[config.mk]
export PLATFORM = sky130hd
export DESIGN_NAME = scramble_lane
export DESIGN_NICKNAME = d
export VERILOG_FILES = /design/src/rtl/scramble_lane.sv
export SDC_FILE = /design/constraint.sdc
export NUM_CORES = 1
export LEC_CHECK = 0
export ABC_AREA = 1
export CAP_MARGIN = 20
export CORE_ASPECT_RATIO = 0.9
export CORE_UTILIZATION = 30
export CTS_CLUSTER_DIAMETER = 120
export DETAILED_ROUTE_END_ITERATION = 16
export PLACE_DENSITY_LB_ADDON = 0.1
export SLEW_MARGIN = 40
export SYNTH_ARGS = -nofsm -noshare
export SYNTH_HDL_FRONTEND = slang
export SYNTH_SLANG_ARGS = --single-unit
[constraint.sdc]
create_clock -name clk -period 2.2 [get_ports clk]
set_input_delay 0.66 -clock clk [delete_from_list [all_inputs] [get_ports clk]]
set_output_delay 0.66 -clock clk [all_outputs]
set_load 0.03 [all_outputs]
[src/rtl/scramble_lane.sv]
// 100BASE-X stream scrambler / self-synchronising descrambler, polynomial x^11 + x^9 + 1.
// WIDTH bits per valid cycle (bit WIDTH-1 earliest), one-cycle registered latency.
module scramble_lane #(
    parameter int WIDTH         = 1,
    parameter int DESCRAMBLE    = 0,
    parameter int LOCK_BITS     = 30,
    parameter int IDLE_RUN      = 30,
    parameter int UNLOCK_CYCLES = 1024
) (
    input  logic             clk,
    input  logic             rst_n,
    input  logic             in_valid,
    input  logic [WIDTH-1:0] in_data,
    input  logic             seed_load,
    input  logic [10:0]      seed,
    output logic             out_valid,
    output logic [WIDTH-1:0] out_data,
    output logic             locked
);
    localparam int MW = $clog2(LOCK_BITS + 1);
    localparam int RW = $clog2(IDLE_RUN + 1);
    localparam int WW = $clog2(UNLOCK_CYCLES + 1);

    localparam logic [MW-1:0] MATCH_MAX = MW'(LOCK_BITS);
    localparam logic [RW-1:0] RUN_MAX   = RW'(IDLE_RUN);
    localparam logic [WW-1:0] WDOG_MAX  = WW'(UNLOCK_CYCLES);
    localparam logic [10:0]   LFSR_RST  = 11'h7ff;

    typedef enum logic {
        UNLOCKED = 1'b0,
        LOCKED   = 1'b1
    } state_e;

    state_e          state_q, state_d;
    logic [10:0]     lfsr_q, lfsr_d;
    logic [MW-1:0]   match_q, match_d;
    logic [RW-1:0]   run_q, run_d;
    logic [WW-1:0]   wdog_q, wdog_d;
    logic            out_valid_q;
    logic [WIDTH-1:0] out_data_q, out_data_d;

    logic key_b;
    logic obit_b;
    logic sight_b;

    // Streaming handshake: in_valid qualifies in_data for exactly one cycle, there is
    // no backpressure, and out_valid is in_valid delayed by one clock.
    always_comb begin
        state_d    = state_q;
        lfsr_d     = lfsr_q;
        match_d    = match_q;
        run_d      = run_q;
        wdog_d     = wdog_q;
        out_data_d = out_data_q;
        key_b      = 1'b0;
        obit_b     = 1'b0;
        sight_b    = 1'b0;

        // A zero seed would lock the LFSR at all-zeros, so it maps to the reset state.
        if ((DESCRAMBLE == 0) && seed_load) begin
            lfsr_d = (seed == 11'd0) ? LFSR_RST : seed;
        end

        if (in_valid) begin
            for (int i = WIDTH - 1; i >= 0; i--) begin
                key_b         = lfsr_d[8] ^ lfsr_d[10];
                obit_b        = in_data[i] ^ key_b;
                out_data_d[i] = obit_b;

                if (DESCRAMBLE == 0) begin
                    lfsr_d = {lfsr_d[9:0], key_b};
                end else if (state_d == UNLOCKED) begin
                    // Idle is all ones, so the received bit is the inverted key.
                    lfsr_d = {lfsr_d[9:0], ~in_data[i]};
                    if (key_b == ~in_data[i]) begin
                        if (match_d != MATCH_MAX) begin
                            match_d = match_d + MW'(1);
                        end
                    end else begin
                        match_d = '0;
                    end
                    if (match_d == MATCH_MAX) begin
                        state_d = LOCKED;
                    end
                end else begin
                    lfsr_d = {lfsr_d[9:0], key_b};
                    if (obit_b) begin
                        if (run_d != RUN_MAX) begin
                            run_d = run_d + RW'(1);
                        end
                    end else begin
                        run_d = '0;
                    end
                    if (run_d == RUN_MAX) begin
                        sight_b = 1'b1;
                    end
                end
            end

            // Watchdog only counts words that began locked; a sighting beats expiry.
            if ((DESCRAMBLE != 0) && (state_q == LOCKED)) begin
                if (sight_b) begin
                    wdog_d = '0;
                end else if (wdog_d != WDOG_MAX) begin
                    wdog_d = wdog_d + WW'(1);
                end
                if (wdog_d == WDOG_MAX) begin
                    state_d = UNLOCKED;
                    match_d = '0;
                    run_d   = '0;
                    wdog_d  = '0;
                end
            end
        end
    end

    always_ff @(posedge clk or negedge rst_n) begin
        if (!rst_n) begin
            state_q     <= UNLOCKED;
            lfsr_q      <= LFSR_RST;
            match_q     <= '0;
            run_q       <= '0;
            wdog_q      <= '0;
            out_valid_q <= 1'b0;
            out_data_q  <= '0;
        end else begin
            state_q     <= state_d;
            lfsr_q      <= lfsr_d;
            match_q     <= match_d;
            run_q       <= run_d;
            wdog_q      <= wdog_d;
            out_valid_q <= in_valid;
            out_data_q  <= out_data_d;
        end
    end

    assign out_valid = out_valid_q;
    assign out_data  = out_data_q;
    assign locked    = (DESCRAMBLE != 0) && (state_q == LOCKED);

endmodule
# After elaboration in Yosys (flattened, before gate mapping)
# Cells that the tools add are included.
[classes]
mux = 3
bitwise_logic = 2
n_reduce_logical = 1
[ops]
columns = ["op", "n"]
rows = [
  ["$mux 11", 3],
  ["$logic_not 11->1", 1],
  ["$xor 1x1->1", 2],
]
[word_totals]
ff_bits = 13
input_bits = 16

# Longest topological paths before layout
# Gate-level depths: netlist of the first run.
[logic_depth]
word_depth = 5
depth_mapped = 11

# Worst setup path after synthesis of the first run
# No wires, ideal clock.
[synth_path]
kind = "in2reg"
startpoint = "input seed[2]"
endpoint = "register out_data_q (netlist: out_data)"
setup_ns = 0.118
arrival_time_ns = 1.425
slack_ns = 0.657
cell_stages = 11
n_path_buf = 1
path_cell_list = "nor2_1 -> nand2_1 -> nor2_2 -> nand2_2 -> buf_6 -> nand2_1 -> nand2_1 -> nand2_2 -> nand3_2 -> nand2_1 -> nand2_1"
[synth_between]
elab_chain_cells = 5
[synth_lines]
columns = ["item", "line_no", "rtl"]
rows = [
  ["from (decl)", "15", "input logic [10:0] seed,"],
  ["$logic_not 11->1", "61", "lfsr_d = (seed == 11'd0) ? LFSR_RST : seed;"],
  ["$mux 11", "61", ""],
  ["$mux 11", "60", "if ((DESCRAMBLE == 0) && seed_load) begin"],
  ["$xor 1x1->1", "66", "key_b = lfsr_d[8] ^ lfsr_d[10];"],
  ["$xor 1x1->1", "67", "obit_b = in_data[i] ^ key_b;"],
  ["to (signal assigned)", "133", "out_data_q <= out_data_d;"],
  ["to (decl)", "40", "logic [WIDTH-1:0] out_data_q, out_data_d;"],
]
# Every way passes these cells.
# A chain may end at the register's enable or synchronous reset.

# Worst setup path after layout of the first run
[layout_path]
startpoint = "register out_data_q (netlist: out_data)"
endpoint = "output out_data"
[layout_lines]
columns = ["item", "line_no", "rtl"]
rows = [
  ["to (decl)", "17", "output logic [WIDTH-1:0] out_data,"],
]
# No word-level cell between the ends.

==> metrics, run 1 <==
run status finished clean; Cells after Synth 92; Remaining DRCs 0; CP max stage delay 0.67 ns; final clock skew 0.002645 ns; height of the die 48.86 um; Max rail drop VDD 0.0003020 V; Critical R2R Capture out_data; floorplan core area 2242 um^2; Worst setup endpoint out_data; Wirelength per Cell 10.82 um; Post-DRT Antenna Nets 0; CTS sink count 13; IO Count 19; Yosys warning total 0; Finish-stage setup viols 0; Final Hold Fails 0; DR vias 628; unrepaired setup endpoints after global routing no; Pre-antenna DRT Iters 4; Post-Syn Nets 108; Reg2Reg Setup Slack 1.13 ns; I/O Buffers 17; post-synth top area cell dfstp_2; Most used DFF post-synth dfstp_2; Critical Path Start out_data; Max-Cap Viols 0; PostCTS Resize Cnt 0; Worst path depth 1; sequential cell area fraction in the yosys report 46.32%; Pwr Total 0.5695 mW; Slew Viols, Final 0; P_leak 0.4280 nW; most frequent cells after synthesis nand2_1 (21), nor2_1 (17), o21ai_0 (14); CP Max Fanout 2; RePlAce Congestion 0.7260; flops & latches, synth 13; full die area 2642 um^2; Critical Path Source Type flip-flop; CP delay by family, top buffers and inverters; fmax 508.5 MHz; top post-synthesis cells by area dfstp_2 (39%), nand2_1 (11%), mux2i_1 (9.6%), o21ai_0 (9.6%), nor2_1 (8.7%); Worst EP required 1.54 ns; final WL 1515 um; clk buf depth 2; R2R cell count 5; Worst-Margin Slew 0.5784 ns; beginning of the worst register-to-register path lfsr_q[8]; Pwr per Cell Area 590.4 nW/um^2; total congestion overflow 0; Yosys top cell area share 39.49%; Final nets 130; initial core utilization 32.65%; Die X 54.07 um; TNS Setup 0 ns; Crit Path Class flip-flop to output pin; first-pass GRT wire length 2470 um; CTS clk-pin slew, worst paths 0.08 ns; htree depth 1; CP Buf/Inv Count 1; Area Overhead vs Synth 31.79%; Unique masters post-synth 20; critical-path cell list clkdlybuf4s50_1; Mean Syn Cell Area 7.956 um^2; FP Rows 16; Worst EP arrival 1.31 ns; number of synthesized flops with an enable pin 0; CTS Buf Count 3; Post-CTS Setup Bufs 0; synthesized area 732.0 um^2; Root Driver clkbuf_4; GR Util All Layers 13.17%; CP Capture Type output pin; hold buffers post-CTS 0; antenna violations before repair 0; vias in the first global route 569; antenna cells 0; 1st-iter DRT viols 2; clock latency on the worst-skew pair 0.27 ns; pre-CTS setup slack 0.06341 ns; worst hold margin 0.6112 ns; slowest cell on the critical path clkdlybuf4s50_1; final cycle utilization of the critical path 89.39%; post-layout minimum cycle time 1.967 ns; most frequent cell after synthesis nand2_1; Slew Limit Headroom 61.32%; Post-synth ARST share 100.0%; largest net degree at the start of global routing 14; CTS tree done; share of post-route cells with drive strength above 1 19.47%; setup slack after layout 0.2334 ns; post-DP HPWL 1134 um; vias per cell 4.486; min-delay worst type flip-flop to flip-flop
power by group:
part / switching (mW) / total [mW] / internal (mW)
logic: 0.0692 / 0.132 / 0.0629
registers: 0.00744 / 0.293 / 0.286
clock network: 0.0743 / 0.144 / 0.0701
total: 0.151 / 0.570 / 0.419
final cells by class:
class	count	area [um^2]
timing repair buffer	21	200.2
clock buffer	4	26.28
fill	247	1277
sequential	13	339.1
tap	27	33.78
inverter	6	22.52
multi-input combinational	69	342.8
per-stage QoR:
stage,std cells,util [%],instance area (um^2)
5_1_grt,140,43.02,964.7
6_report,140,43.02,964.7
3_3_place_gp,136,41.85,938.4
3_5_place_dp,136,41.85,938.4
4_1_cts,140,43.02,964.7
2_1_floorplan,92,-,732.0
flip-flops by register name, summed over array words and instances, names as in the netlist:
name / flops
lfsr_q: 11
out_data: 1
out_valid: 1
per-layer routing:
layer	global-route usage (%)	vias up	wire, um
met5	0	-	0
met4	6.410	0	14
met3	2.804	2	93
met2	16.26	16	572
met1	20.94	277	834
li1	-	333	-
how the worst min path moves through the flow:
stage               from   endpoint  cells past startpoint
3_5_place_dp    out_data   out_data                      4
2_1_floorplan      rst_n   out_data                      0
4_1_cts         out_data   out_data                      4
3_3_place_gp    out_data   out_data                      4
5_1_grt        lfsr_q[0]  lfsr_q[0]                      2
6_report        out_data   out_data                      4
cells by family (layout without fill, tap and decap cells):
family                 Yosys count  after routing  share of synthesized area (%)
AOI/OAI and AO/OA               16             16                          10.94
buffers and inverters           10             31                          6.837
DFF                             13             13                          46.33
muxes                            7              7                          9.573
other                            1              1                         0.5123
and+or+nand+nor                 45             45                          25.81
cells in the final DEF, fill, tap and decap left out, drive strengths merged:
cell type,Yosys,routed
nand4,1,1
conb,1,1
clkinv,1,1
clkbuf,1,4
o21ai,14,14
a21oi,2,2
and2,1,1
nand2,23,23
nor2,18,18
inv,5,5
dfstp,11,11
nand3,2,2
buf,3,4
dfrtp,2,2
clkdlybuf4s50,0,17
mux2i,7,7
Note: power is estimated with default switching activity, not from simulation.
==> run 2: changes to the inputs <==
--- a/config.mk
+++ b/config.mk
@@ -11,6 +11,7 @@
 export CORE_UTILIZATION = 30
 export CTS_CLUSTER_DIAMETER = 120
 export DETAILED_ROUTE_END_ITERATION = 16
+export GPL_TIMING_DRIVEN = 0
 export PLACE_DENSITY_LB_ADDON = 0.1
 export SLEW_MARGIN = 40
 export SYNTH_ARGS = -nofsm -noshare
==> run 2 against run 1 <==
Net effect:
- via count down 2.2%
- core utilization down 0.11 points
- routed wire length up 0.66%
- hold slack better by 0.0015 ns
- critical path depth unchanged
- sequential power about the same
- count of clock-buffer cells in the layout unchanged
- fmax about the same
- non-clock buffer count unchanged
- first-iteration DRC count unchanged
==> metrics, run 2 (synthesized netlist as in run 1, its figures left out) <==
run status finished clean; Max-Cap Viols 0 (unchanged); Psw 0.1590 mW (+5.4%); Root Driver clkbuf_4; Worst EP required 1.54 ns (about the same); CP Buf/Inv Count 1 (unchanged); Pwr Total 0.5747 mW (+0.91%); Final Hold Fails 0 (unchanged); worst hold margin 0.6127 ns (+0.001546 ns); Remaining DRCs 0 (unchanged); Combinational Power Share 22.5% (-0.7 points); Reg with most FFs lfsr_q; antenna violations before repair 0 (unchanged); total congestion overflow 0 (unchanged); CP Max Fanout 2 (unchanged); share of post-route cells with drive strength above 1 18.58% (-0.88 points); CTS sink count 13 (unchanged); global routing's busiest layer met2; I/O Buffers 17 (unchanged); 1st-iter DRT viols 2 (unchanged); post-route non-filler standard cell count 140 (unchanged); Post-CTS Setup Bufs 0 (unchanged); CP delay by family, top buffers and inverters; Sw Share 27.67% (+1.2 points); Max rail drop VDD 0.0003382 V (+12%); TNS Setup 0 ns (unchanged); grt met2 use 20.58% (+4.3 points); Reg2Reg Setup Slack 1.02 ns (-0.11 ns); Post-DRT Antenna Nets 0 (unchanged); clock latency on the worst-skew pair 0.28 ns (about the same); Placed Area 935.9 um^2 (-0.27%); most common cell after layout, fill and taps aside nand2_1; Post-Layout Inst Area 962.2 um^2 (-0.26%); PostCTS Resize Cnt 0 (unchanged); unrepaired setup endpoints after global routing no; Slew Viols, Final 0 (unchanged); CTS Buf Count 3 (unchanged); Largest register FFs 11 (unchanged); fin util 42.91% (-0.11 points); final cycle utilization of the critical path 89.34% (about the same); vias per cell 4.386 (-2.2%); fmax 508.8 MHz (about the same); GR Util met3 3.738% (+0.93 points); clock power share 26.6% (+1.2 points); pre-CTS setup slack 0.002589 ns (-0.06082 ns); Pwr per Cell Area 597.3 nW/um^2 (+1.2%); hold_sp out_data; Critical R2R Capture lfsr_q[0]; Area Overhead vs Synth 31.45%; hold buffers post-CTS 0 (unchanged); Slew Limit Headroom 61.82% (+0.51 points); vias in the first global route 626 (+10%); Die X 54.07 um (unchanged); RePlAce Congestion 0.7153 (-1.5%); full die area 2642 um^2 (unchanged); IO Count 19 (unchanged); floorplan core area 2242 um^2 (unchanged); Hold Path End out_data; initial core utilization 32.65% (unchanged); clk buf depth 2 (unchanged); Finish-stage setup viols 0 (unchanged); Wirelength per Cell 10.89 um (+0.66%); Final nets 130 (unchanged); setup slack after layout 0.2345 ns (+0.001142 ns); height of the die 48.86 um (unchanged); htree depth 1 (unchanged); Critical Path Source Type flip-flop; CTS tree done; DR vias 614 (-2.2%); critical-path cell list clkdlybuf4s50_1; Worst EP arrival 1.31 ns (about the same); Worst Hold Path Cells 4 (unchanged); R2R cell count 5 (unchanged); P_leak 0.4254 nW (-0.61%); final clock skew 0.002139 ns (-0.0005052 ns); most frequent cells in the layout nand2_1 (21), nor2_1 (17), clkdlybuf4s50_1 (17), o21ai_0 (14), dfstp_2 (11); GR Util All Layers 14.17% (+0.99 points); placed cells 136 (unchanged); slowest cell on the critical path clkdlybuf4s50_1; Cell Int Power 0.4156 mW (-0.72%); Worst-Margin Slew 0.5708 ns (-0.007597 ns); final WL 1525 um (+0.66%); CTS clk-pin slew, worst paths 0.08 ns (about the same); FP Rows 16 (unchanged); beginning of the worst register-to-register path lfsr_q[8]; CP Capture Type output pin; Pre-antenna DRT Iters 3 (-1); Flop pwr share 50.9% (-0.5 points); antenna cells 0 (unchanged); post-layout minimum cycle time 1.965 ns (-0.001142 ns); post-DP HPWL 1141 um (+0.65%); largest net degree at the start of global routing 14 (unchanged); Crit Path Class flip-flop to output pin; met1 usage 18.16% (-2.8 points); min-delay worst type flip-flop to flip-flop; CP max stage delay 0.67 ns (about the same); first-pass GRT wire length 2573 um (+4.2%)
run 2: cell count changes in the layout (fill, tap and decap cells not counted), sizes merged:
cell,before,now
buf,4,3
clkbuf,4,5
run 2: how the worst max path moves through the flow:
| stage | startpoint | end | slack (ns) | cells past startpoint |
|---|---|---|---|---|
| finish | out_data | out_data | 0.23 | 1 |
| global route | seed_load | out_data | 0.15 | 8 |
| CTS | out_data | out_data | 0.23 | 1 |
| detailed placement | seed_load | out_data | 0.003 | 8 |
| global placement | seed_load | out_data | 0.005 | 8 |
| floorplan | seed[2] | out_data | 0.66 | 11 |
run 2: per-layer routing:
layer | vias up | share of wire, %
li1 | 335 | -
met1 | 257 | 51
met2 | 18 | 39
met3 | 4 | 6.8
met4 | 0 | 3.4
met5 | - | 0
run 2: power by group through the flow:
stage          Sequential [mW]  Clock, mW  Combinational [mW]
2_1_floorplan            0.302          0              0.0667
3_3_place_gp             0.296          0               0.130
3_5_place_dp             0.297          0               0.130
4_1_cts                  0.293      0.156               0.131
5_1_grt                  0.296      0.173               0.146
6_report                 0.292      0.153               0.129
run 2: area by class of cell:
class                           instances  area, um^2
Multi-Input combinational cell         69       342.8
Fill cell                             244        1280
Inverter                                6       22.52
Sequential cell                        13       339.1
Buffer                                  4       27.53
Timing Repair Buffer                   17       170.2
Tap cell                               27       33.78
Clock buffer                            4       26.28
run 2: tightest hold or removal path, cell delays in order, from the launching register on:
cell and delay (ns):
dfrtp_1 0.36, nand2_1 0.06, o21ai_0 0.06, nand2_1 0.05, nand2_1 0.05
==> run 3: changes to the inputs <==
==> constraint.sdc (replaced) <==
create_clock -name clk -period 1.6 [get_ports clk]
set_input_delay 0.48 -clock clk [delete_from_list [all_inputs] [get_ports clk]]
set_output_delay 0.48 -clock clk [all_outputs]
set_load 0.03 [all_outputs]
==> run 3 against run 2 <==
Net effect:
- cell count up 0.71%
- first-iteration DRC count down 50%
- setup slack worse by 0.15 ns
- count of clock-buffer cells in the layout unchanged
- largest power group unchanged
- routed wire length up 1.7%
- die area unchanged
==> metrics, run 3 (synthesized netlist as in run 1, its figures left out) <==
run status finished clean; Slew Viols, Final 0 (unchanged); most frequent cells in the layout nand2_1 (20), nor2_1 (16), o21ai_0 (14), dfstp_2 (11), dlygate4sd2_1 (9); Max rail drop VDD 0.0004618 V (+37%); storage element area 339.1 um^2 (unchanged); CTS sink count 13 (unchanged); Worst-Margin Slew 0.5700 ns (-0.0007907 ns); Reg with most FFs lfsr_q; hold buffers post-CTS 0 (unchanged); first-pass GRT wire length 2622 um (+1.9%); antenna violations before repair 0 (unchanged); CP Capture Type output pin; post-layout minimum cycle time 1.511 ns; Top Layer Used met4; TNS Setup 0 ns (unchanged); post-DP HPWL 1141 um (unchanged); Psw 0.2207 mW (+39%); Slew Limit Headroom 61.88% (about the same); fmax 661.7 MHz; Pwr Total 0.7821 mW (+36%); Worst EP arrival 1.03 ns (-0.28 ns); Final Hold Fails 0 (unchanged); Pwr per Cell Area 797.3 nW/um^2 (+33%); clk buf depth 2 (unchanged); CTS tree done; Cell Int Power 0.5614 mW (+35%); RePlAce Congestion 0.7153 (unchanged); Remaining DRCs 0 (unchanged); 1st-iter DRT viols 1 (-1); min-delay worst type input pin to async pin; # fillers 243 (-0.41%); GR Util All Layers 14.42% (+0.25 points); full die area 2642 um^2 (unchanged); CTS clk-pin slew, worst paths 0.08 ns (about the same); CP max stage delay 0.40 ns (-0.27 ns); initial core utilization 32.65% (unchanged); Worst EP required 1.12 ns (-0.42 ns); Finish-stage setup viols 0 (unchanged); final cycle utilization of the critical path 94.46%; vias in the first global route 625 (-0.16%); Post-Route M1 WL 803 um (+4.2%); clock latency on the worst-skew pair 0.28 ns (about the same); met3 wire len 97 um (-5.8%); total congestion overflow 0 (unchanged); Combinational Power Share 21.8% (-0.7 points); Pre-antenna DRT Iters 3 (unchanged); CP Max Fanout 2 (unchanged); vias per cell 4.433 (+1.1%); unrepaired setup endpoints after global routing no; Post-DRT Antenna Nets 0 (unchanged); area of the multi-input gates 351.6 um^2 (+2.6%); FP Rows 16 (unchanged); CP Buf/Inv Count 1 (unchanged); slowest cell on the critical path dlygate4sd2_1; CTS Buf Count 3 (unchanged); DR vias 625 (+1.8%); Wirelength per Cell 11.00 um (+0.98%); Sw Share 28.22% (+0.54 points); Post-CTS Setup Bufs 0 (unchanged); Root Driver clkbuf_4; final clock skew 0.002581 ns (+0.0004417 ns); most common cell after layout, fill and taps aside nand2_1; I/O Buffers 17 (unchanged); Critical Path Source Type flip-flop; Crit Path Class flip-flop to output pin; height of the die 48.86 um (unchanged); CP delay by family, top buffers and inverters; Area Overhead vs Synth 34.02%; antenna cells 0 (unchanged); htree depth 1 (unchanged); P_leak 0.4921 nW (+16%); Largest register FFs 11 (unchanged); Final nets 131 (+0.77%); Max-Cap Viols 0 (unchanged); largest net degree at the start of global routing 14 (unchanged); final WL 1551 um (+1.7%); share of post-route cells with drive strength above 1 24.56% (+6.0 points); critical-path cell list dlygate4sd2_1; clock power share 26.9% (+0.3 points); Flop pwr share 51.4% (+0.5 points); Die X 54.07 um (unchanged); floorplan core area 2242 um^2 (unchanged); DR WL met2 596 um (-0.17%); IO Count 19 (unchanged)
-- run 3: cell count changes in the layout (fill, tap and decap cells not counted), sizes merged --
cell / change
buf: +1
inv: +1
dlygate4sd2: +9
dlymetal6s2s: +5
clkdlybuf4s50: -14
clkinv: -1
-- run 3: final timing paths --
path | endpoint | start | slack (ns) | depth (start not counted)
min in group clk | out_data | out_data | 0.61 | 4
max reg2reg | lfsr_q[0] | lfsr_q[10] | 0.49 | 5
min reg2reg | out_data | out_data | 0.61 | 4
min | out_data | rst_n | 0.56 | 1
max in group asynchronous | lfsr_q[2] | rst_n | 0.67 | 1
max | out_data | out_data | 0.09 | 1
-- run 3: repair_timing --
| item | 4_1_cts | 5_1_grt |
|---|---|---|
| pin swaps | 7 | 5 |
| resized for setup | 11 | 11 |
| gates cloned | 1 | 0 |
| endpoints found under the setup margin | 4 | 5 |
-- run 3: power by group through the flow --
| stage | Combinational [mW] | Clock (mW) | Sequential [mW] |
|---|---|---|---|
| CTS | 0.172 | 0.214 | 0.402 |
| global route | 0.192 | 0.238 | 0.407 |
| global placement | 0.178 | 0 | 0.407 |
| floorplan | 0.0918 | 0 | 0.416 |
| finish | 0.170 | 0.210 | 0.402 |
| detailed placement | 0.179 | 0 | 0.408 |
-- run 3: final cells by class --
class | count | share of cell area (%)
multi-input cells | 69 | 35.84
repair buffers | 18 | 17.98
flip-flops and latches | 13 | 34.57
inverters | 6 | 2.551
clock buffers | 4 | 2.679
plain buffers | 4 | 2.934
well taps | 27 | 3.444
-- run 3: routing by layer --
layer	vias to the layer above	global-route usage [%]
met3	4	3.738
met1	265	18.75
met5	-	0
met4	0	8.974
li1	340	-
met2	16	20.78
-- run 3: stage by stage --
step           hold WS, ns  area, um^2  setup WS, ns  utilization (%)  cells
2_1_floorplan       0.1844       732.0        0.2367                -     92
3_3_place_gp        0.5694       935.9       -0.4147            41.74    136
3_5_place_dp        0.5927       935.9       -0.4174            41.74    136
4_1_cts             0.5772       960.9      0.004512            42.86    141
5_1_grt             0.5941       980.9       0.01893            43.75    141
6_report            0.5578       980.9       0.08872            43.75    141
